`src/rtl/axil_slave_regfile.sv`:
```
// rtl/axil_slave_regfile.sv - AXI4-Lite register file responder
// Ports: aclk/reset (sync, active-high); AXI-Lite AW/W/B/AR/R slave channels (s_*);
//        reg_q = flat register contents (reg i at [32i+31:32i]);
//        reg_wr_stb = one-cycle pulse per register on each committed write.
module axil_slave_regfile #(
   parameter int          NUM_REGS = 16,
   parameter int          ADDR_W   = 12,
   parameter logic [31:0] RST_VAL  = 32'h0000_0000
) (
   input  logic                     aclk,
   input  logic                     reset,
   input  logic [ADDR_W-1:0]        s_awaddr,
   input  logic                     s_awvalid,
   output logic                     s_awready,
   input  logic [31:0]              s_wdata,
   input  logic [3:0]               s_wstrb,
   input  logic                     s_wvalid,
   output logic                     s_wready,
   output logic [1:0]               s_bresp,
   output logic                     s_bvalid,
   input  logic                     s_bready,
   input  logic [ADDR_W-1:0]        s_araddr,
   input  logic                     s_arvalid,
   output logic                     s_arready,
   output logic [31:0]              s_rdata,
   output logic [1:0]               s_rresp,
   output logic                     s_rvalid,
   input  logic                     s_rready,
   output logic [NUM_REGS*32-1:0]   reg_q,
   output logic [NUM_REGS-1:0]      reg_wr_stb
);

   localparam int IDX_W = ADDR_W - 2;
   localparam logic [1:0] RESP_OKAY   = 2'b00;
   localparam logic [1:0] RESP_SLVERR = 2'b10;

   typedef enum logic {W_IDLE = 1'b0, W_RESP = 1'b1} w_state_t;
   typedef enum logic {R_IDLE = 1'b0, R_RESP = 1'b1} r_state_t;

   logic [31:0] regs [NUM_REGS];

   // Byte-offset bits carry no meaning for 32-bit registers.
   logic unused_addr_bits;
   assign unused_addr_bits = ^{s_awaddr[1:0], s_araddr[1:0]};

   // ---------------- write path ----------------
   w_state_t            w_state, w_state_next;
   logic                aw_held, w_held;
   logic [IDX_W-1:0]    aw_idx_q;
   logic [31:0]         wdata_q;
   logic [3:0]          wstrb_q;

   logic                aw_hs, w_hs, aw_have, w_have, w_commit, w_in_range;
   logic [IDX_W-1:0]    w_idx;
   logic [31:0]         w_data;
   logic [3:0]          w_strb;
   logic [NUM_REGS-1:0] w_onehot;

   logic                awready_n, wready_n, bvalid_n, aw_held_n, w_held_n;
   logic [1:0]          bresp_n;
   logic [NUM_REGS-1:0] stb_n;

   // ---------------- read path ----------------
   r_state_t            r_state, r_state_next;
   logic                ar_hs, r_in_range;
   logic [IDX_W-1:0]    r_idx;
   logic [31:0]         r_sel;
   logic                arready_n, rvalid_n;
   logic [31:0]         rdata_n;
   logic [1:0]          rresp_n;

   // Decode: a beat arriving this cycle takes precedence over an empty hold slot.
   always_comb begin
      aw_hs      = s_awvalid & s_awready;
      w_hs       = s_wvalid & s_wready;
      aw_have    = aw_held | aw_hs;
      w_have     = w_held | w_hs;
      w_idx      = aw_hs ? s_awaddr[ADDR_W-1:2] : aw_idx_q;
      w_data     = w_hs ? s_wdata : wdata_q;
      w_strb     = w_hs ? s_wstrb : wstrb_q;
      w_commit   = (w_state == W_IDLE) & aw_have & w_have;
      w_onehot   = '0;
      w_in_range = 1'b0;
      ar_hs      = s_arvalid & s_arready;
      r_idx      = s_araddr[ADDR_W-1:2];
      r_in_range = 1'b0;
      r_sel      = 32'h0;
      for (int i = 0; i < NUM_REGS; i++) begin
         if (w_idx == IDX_W'(i)) begin
            w_onehot[i] = 1'b1;
            w_in_range  = 1'b1;
         end
         if (r_idx == IDX_W'(i)) begin
            r_in_range = 1'b1;
            r_sel      = regs[i];
         end
      end
   end

   // Write FSM next state
   always_comb begin
      w_state_next = w_state;
      case (w_state)
         W_IDLE: if (w_commit) w_state_next = W_RESP;
         W_RESP: if (s_bready) w_state_next = W_IDLE;
      endcase
   end

   // Write FSM outputs (next values of the registered outputs)
   always_comb begin
      awready_n = s_awready;
      wready_n  = s_wready;
      bvalid_n  = s_bvalid;
      bresp_n   = s_bresp;
      aw_held_n = aw_held;
      w_held_n  = w_held;
      stb_n     = '0;
      case (w_state)
         W_IDLE: begin
            aw_held_n = aw_have;
            w_held_n  = w_have;
            awready_n = ~aw_have;
            wready_n  = ~w_have;
            if (w_commit) begin
               bvalid_n = 1'b1;
               bresp_n  = w_in_range ? RESP_OKAY : RESP_SLVERR;
               stb_n    = w_in_range ? w_onehot : '0;
            end
         end
         W_RESP: begin
            if (s_bready) begin
               bvalid_n  = 1'b0;
               aw_held_n = 1'b0;
               w_held_n  = 1'b0;
               awready_n = 1'b1;
               wready_n  = 1'b1;
            end
         end
      endcase
   end

   // Read FSM next state
   always_comb begin
      r_state_next = r_state;
      case (r_state)
         R_IDLE: if (ar_hs) r_state_next = R_RESP;
         R_RESP: if (s_rready) r_state_next = R_IDLE;
      endcase
   end

   // Read FSM outputs; regs are sampled before this edge's write lands,
   // so a same-edge collision returns the old value.
   always_comb begin
      arready_n = s_arready;
      rvalid_n  = s_rvalid;
      rdata_n   = s_rdata;
      rresp_n   = s_rresp;
      case (r_state)
         R_IDLE: begin
            if (ar_hs) begin
               arready_n = 1'b0;
               rvalid_n  = 1'b1;
               rdata_n   = r_in_range ? r_sel : 32'h0;
               rresp_n   = r_in_range ? RESP_OKAY : RESP_SLVERR;
            end
         end
         R_RESP: begin
            if (s_rready) begin
               rvalid_n  = 1'b0;
               arready_n = 1'b1;
            end
         end
      endcase
   end

   // State and output registers
   always_ff @(posedge aclk) begin
      if (reset) begin
         w_state    <= W_IDLE;
         r_state    <= R_IDLE;
         aw_held    <= 1'b0;
         w_held     <= 1'b0;
         aw_idx_q   <= '0;
         wdata_q    <= 32'h0;
         wstrb_q    <= 4'h0;
         s_awready  <= 1'b1;
         s_wready   <= 1'b1;
         s_bvalid   <= 1'b0;
         s_bresp    <= RESP_OKAY;
         s_arready  <= 1'b1;
         s_rvalid   <= 1'b0;
         s_rdata    <= 32'h0;
         s_rresp    <= RESP_OKAY;
         reg_wr_stb <= '0;
         for (int i = 0; i < NUM_REGS; i++) regs[i] <= RST_VAL;
      end else begin
         w_state    <= w_state_next;
         r_state    <= r_state_next;
         aw_held    <= aw_held_n;
         w_held     <= w_held_n;
         if (aw_hs) aw_idx_q <= s_awaddr[ADDR_W-1:2];
         if (w_hs) begin
            wdata_q <= s_wdata;
            wstrb_q <= s_wstrb;
         end
         s_awready  <= awready_n;
         s_wready   <= wready_n;
         s_bvalid   <= bvalid_n;
         s_bresp    <= bresp_n;
         s_arready  <= arready_n;
         s_rvalid   <= rvalid_n;
         s_rdata    <= rdata_n;
         s_rresp    <= rresp_n;
         reg_wr_stb <= stb_n;
         for (int i = 0; i < NUM_REGS; i++)
            for (int k = 0; k < 4; k++)
               if (stb_n[i] && w_strb[k]) regs[i][8*k +: 8] <= w_data[8*k +: 8];
      end
   end

   for (genvar g = 0; g < NUM_REGS; g++) begin : g_flat
      assign reg_q[32*g +: 32] = regs[g];
   end

endmodule

```
`config.mk`:
```
export PLATFORM = sky130hd
export DESIGN_NAME = axil_slave_regfile
export DESIGN_NICKNAME = d
export VERILOG_FILES = /design/src/rtl/axil_slave_regfile.sv
export SDC_FILE = /design/constraint.sdc
export NUM_CORES = 1
export LEC_CHECK = 0
export BUFFER_PORTS_ARGS = -buffer_cell sky130_fd_sc_hd__buf_2
export CAP_MARGIN = 10
export CORE_AREA = 2 2 247 249
export CTS_BUF_LIST = sky130_fd_sc_hd__clkbuf_8 sky130_fd_sc_hd__clkbuf_16
export DETAILED_ROUTE_END_ITERATION = 10
export DIE_AREA = 0 0 249 251
export PLACE_DENSITY = 0.72
export REMOVE_ABC_BUFFERS = 1
export SETUP_SLACK_MARGIN = 0.3
export SLEW_MARGIN = 20
export SYNTH_ARGS = -nofsm -noshare
export SYNTH_HDL_FRONTEND = slang
export SYNTH_SLANG_ARGS = --single-unit
```
`constraint.sdc`:
```
create_clock -name aclk -period 3.8 [get_ports aclk]
set_input_delay 0.19 -clock aclk [delete_from_list [all_inputs] [get_ports aclk]]
set_output_delay 0.19 -clock aclk [all_outputs]
set_load 0.05 [all_outputs]
```
==> reports/qor.csv <==
metric,value,unit
worst-skew pair later-pin latency,0.62,ns
GRT Residual Overflow,0,
yosys warns,0,
total track usage,0.3844,
outcome,"complete, no violations",
power per cell area,503.1,nW/µm²
GP Congestion,0.9802,
clock sinks,617,
Hold WS,0.04135,ns
first-pass GRT wire length,169400,µm
RSZ-0062 raised after global routing,false,
Leakage Power,13.78,nW
Register Area,17480,µm²
syn avg cell area,11.95,µm²
Worst EP arrival,3.65,ns
Final setup viols,0,
HPWL after DPL,90560,µm
"EDFF count, synth",512,
fin worst setup slack,0.3955,ns
worst setup path class,reg -> reg,
initial drt markers,3468,
crit path launch type,flip-flop,
Worst Setup End Kind,flip-flop,
Max-Cap Viols,0,
fin crit period,3.405,ns
mapped cell area,26750,µm²
clk buf depth,3,
pre-CTS setup slack,0.5479,ns
Routed Antenna Nets,0,
drt pass-1 iters,6,
top-count cell post-synth,edfxtp_1,
VDD IR max,0.3073,mV
area of the multi-input gates,8378,µm²
DR vias/cell,6.322,
fill count,5013,
sequential element share of the synthesized area,0.6533,
PnR Total Power,16.80,mW
largest net degree at the start of global routing,87,
"Distinct cells, synth",81,
Fmax achieved,293.7,MHz
Final Max Slew Viols,0,
NumNets Final,2973,
Wirelength per Cell,33.11,µm
#FFs+latches synth,617,
H-tree lvl count,3,
Final Hold Violating Endpoints,0,
Initial Util,0.4474,
leading area contributor after synthesis,edfxtp_1,
"Top FF cell, synth",edfxtp_1,
final WL,124000,µm
CTS tree,built,
vias in the first global route,22574,
I/O pin cnt,636,
dpl cells,3607,
Clock Pin Slew Worst Setup and Hold Paths,0.06,ns
Slew @ Worst Pin,1.136,ns
Core ar.,59790,µm²
Tcrit/Tclk final,0.8959,
Post CTS Setup Buffer Count,0,
Hold Path Class,in -> reg,
Setup TNS,0,ns
crit path max fanout,9,
DRC Markers,0,
Async SR Flop Fraction,0,
die width,249,µm
share of cells above drive strength 1,0.3236,
row count,90,
Yosys top cell area share,0.5747,
antenna violations before repair,3,
Post-Syn Instances,2239,
DR vias,23683,
die height,251,µm
port buffer count,629,
Final Non-Filler Cells,3746,
synth cell count leaders,"512 x edfxtp_1, 417 x nor2_1, 148 x nand2_1",
root buffer cell,clkbuf_16,
WP data required,4.04,ns
skew final,0.02829,ns
die area,62500,µm²
"top cells by area, synth","edfxtp_1 57%, dfxtp_1 7.9%, nor2_1 5.9%",
Layout area overhead,24.80,%
relative slew slack,0.2423,
CTS Buf Count,66,
## layout make-up
cell class | instances | share of cell area
Inverter | 68 | 0.007645
Tap cell | 782 | 0.02931
Clock inverter | 52 | 0.01195
Multi-Input combinational cell | 1400 | 0.2509
Clock buffer | 70 | 0.05179
Timing Repair Buffer | 753 | 0.1246
Antenna cell | 4 | 0.0002998
Sequential cell | 617 | 0.5235
## cell families (layout without fill, tap and decap cells)
group                     after synthesis  count (layout)  share of synthesized area
and+or+nand+nor                       804             804                     0.1395
other                                   1               6                  0.0001402
DFF                                   617             617                     0.6533
muxes                                 111             111                    0.05308
buffers and inverters                 223             943                    0.03545
xor gates and xnor gates                1               1                  0.0003275
AOI/OAI and AO/OA                     482             482                     0.1182
## routing by layer
metal | track usage | routed length [µm] | vias up
met5 | 0 | 11 | -
met4 | 0.1806 | 6658 | 2
met3 | 0.1212 | 17490 | 377
met2 | 0.6030 | 55980 | 2068
met1 | 0.4872 | 43900 | 11693
li1 | - | - | 9543
## cells in the final DEF (no fill, tap or decap), drive strengths merged, types with 19 or more instances in the layout
cell type / netlist / routed
o21bai: 29 / 29
buf: 66 / 740
nand2: 160 / 160
dfxtp: 105 / 105
nor2: 422 / 422
nand3: 31 / 31
clkbuf: 89 / 70
inv: 68 / 93
nor3: 28 / 28
mux4: 23 / 23
edfxtp: 512 / 512
o21ai: 111 / 111
o22ai: 32 / 32
a22oi: 37 / 37
mux2i: 71 / 71
a221oi: 24 / 24
clkinv: 0 / 19
a21oi: 112 / 112
nand2b: 57 / 57
or2: 35 / 35
o221ai: 23 / 23
## power by group
part / internal, mW / switching [mW]
registers: 7.66 / 0.259
logic: 0.491 / 1.94
clock network: 3.65 / 2.80
## flip-flops by register name (all words and copies together), names as in the netlist, 4 cells and up
| signal | flops |
|---|---|
| s_rdata | 32 |
| reg_wr_stb | 16 |
| wstrb_q | 4 |
| regs | 512 |
| aw_idx_q | 10 |
| wdata_q | 32 |
## stage by stage
stage | util | instance area, µm²
2_1_floorplan | - | 26060
3_3_place_gp | 0.5204 | 31120
3_5_place_dp | 0.5204 | 31120
4_1_cts | 0.5582 | 33380
5_1_grt | 0.5582 | 33380
6_report | 0.5584 | 33390
## critical path, cell delays in order, from the launching register on
cell,delay [ns]
dfxtp_1,0.47
nand2_1,0.27
o31a_1,0.39
nor3_2,0.57
buf_4,0.30
nand3_1,0.43
nand2b_1,0.58
## worst paths after layout
| path | cells after the start | slack, ns | to | from |
|---|---|---|---|---|
| worst max register to register | 6 | 0.40 | regs[0][2] | s_awready |
| worst max-delay path | 6 | 0.40 | regs[0][2] | s_awready |
| worst min register to register | 2 | 0.46 | aw_idx_q[9] | aw_idx_q[9] |
| worst min-delay path | 4 | 0.04 | wstrb_q[3] | s_wstrb[3] |
## timing repair
action | 4_1_cts | 5_1_grt
gates resized for setup | 0 | 1
hold buffers | 13 | 0
setup endpoints to repair | 0 | 5
endpoints found under the hold margin | 19 | 0
Note: power is estimated with default switching activity, not from simulation.
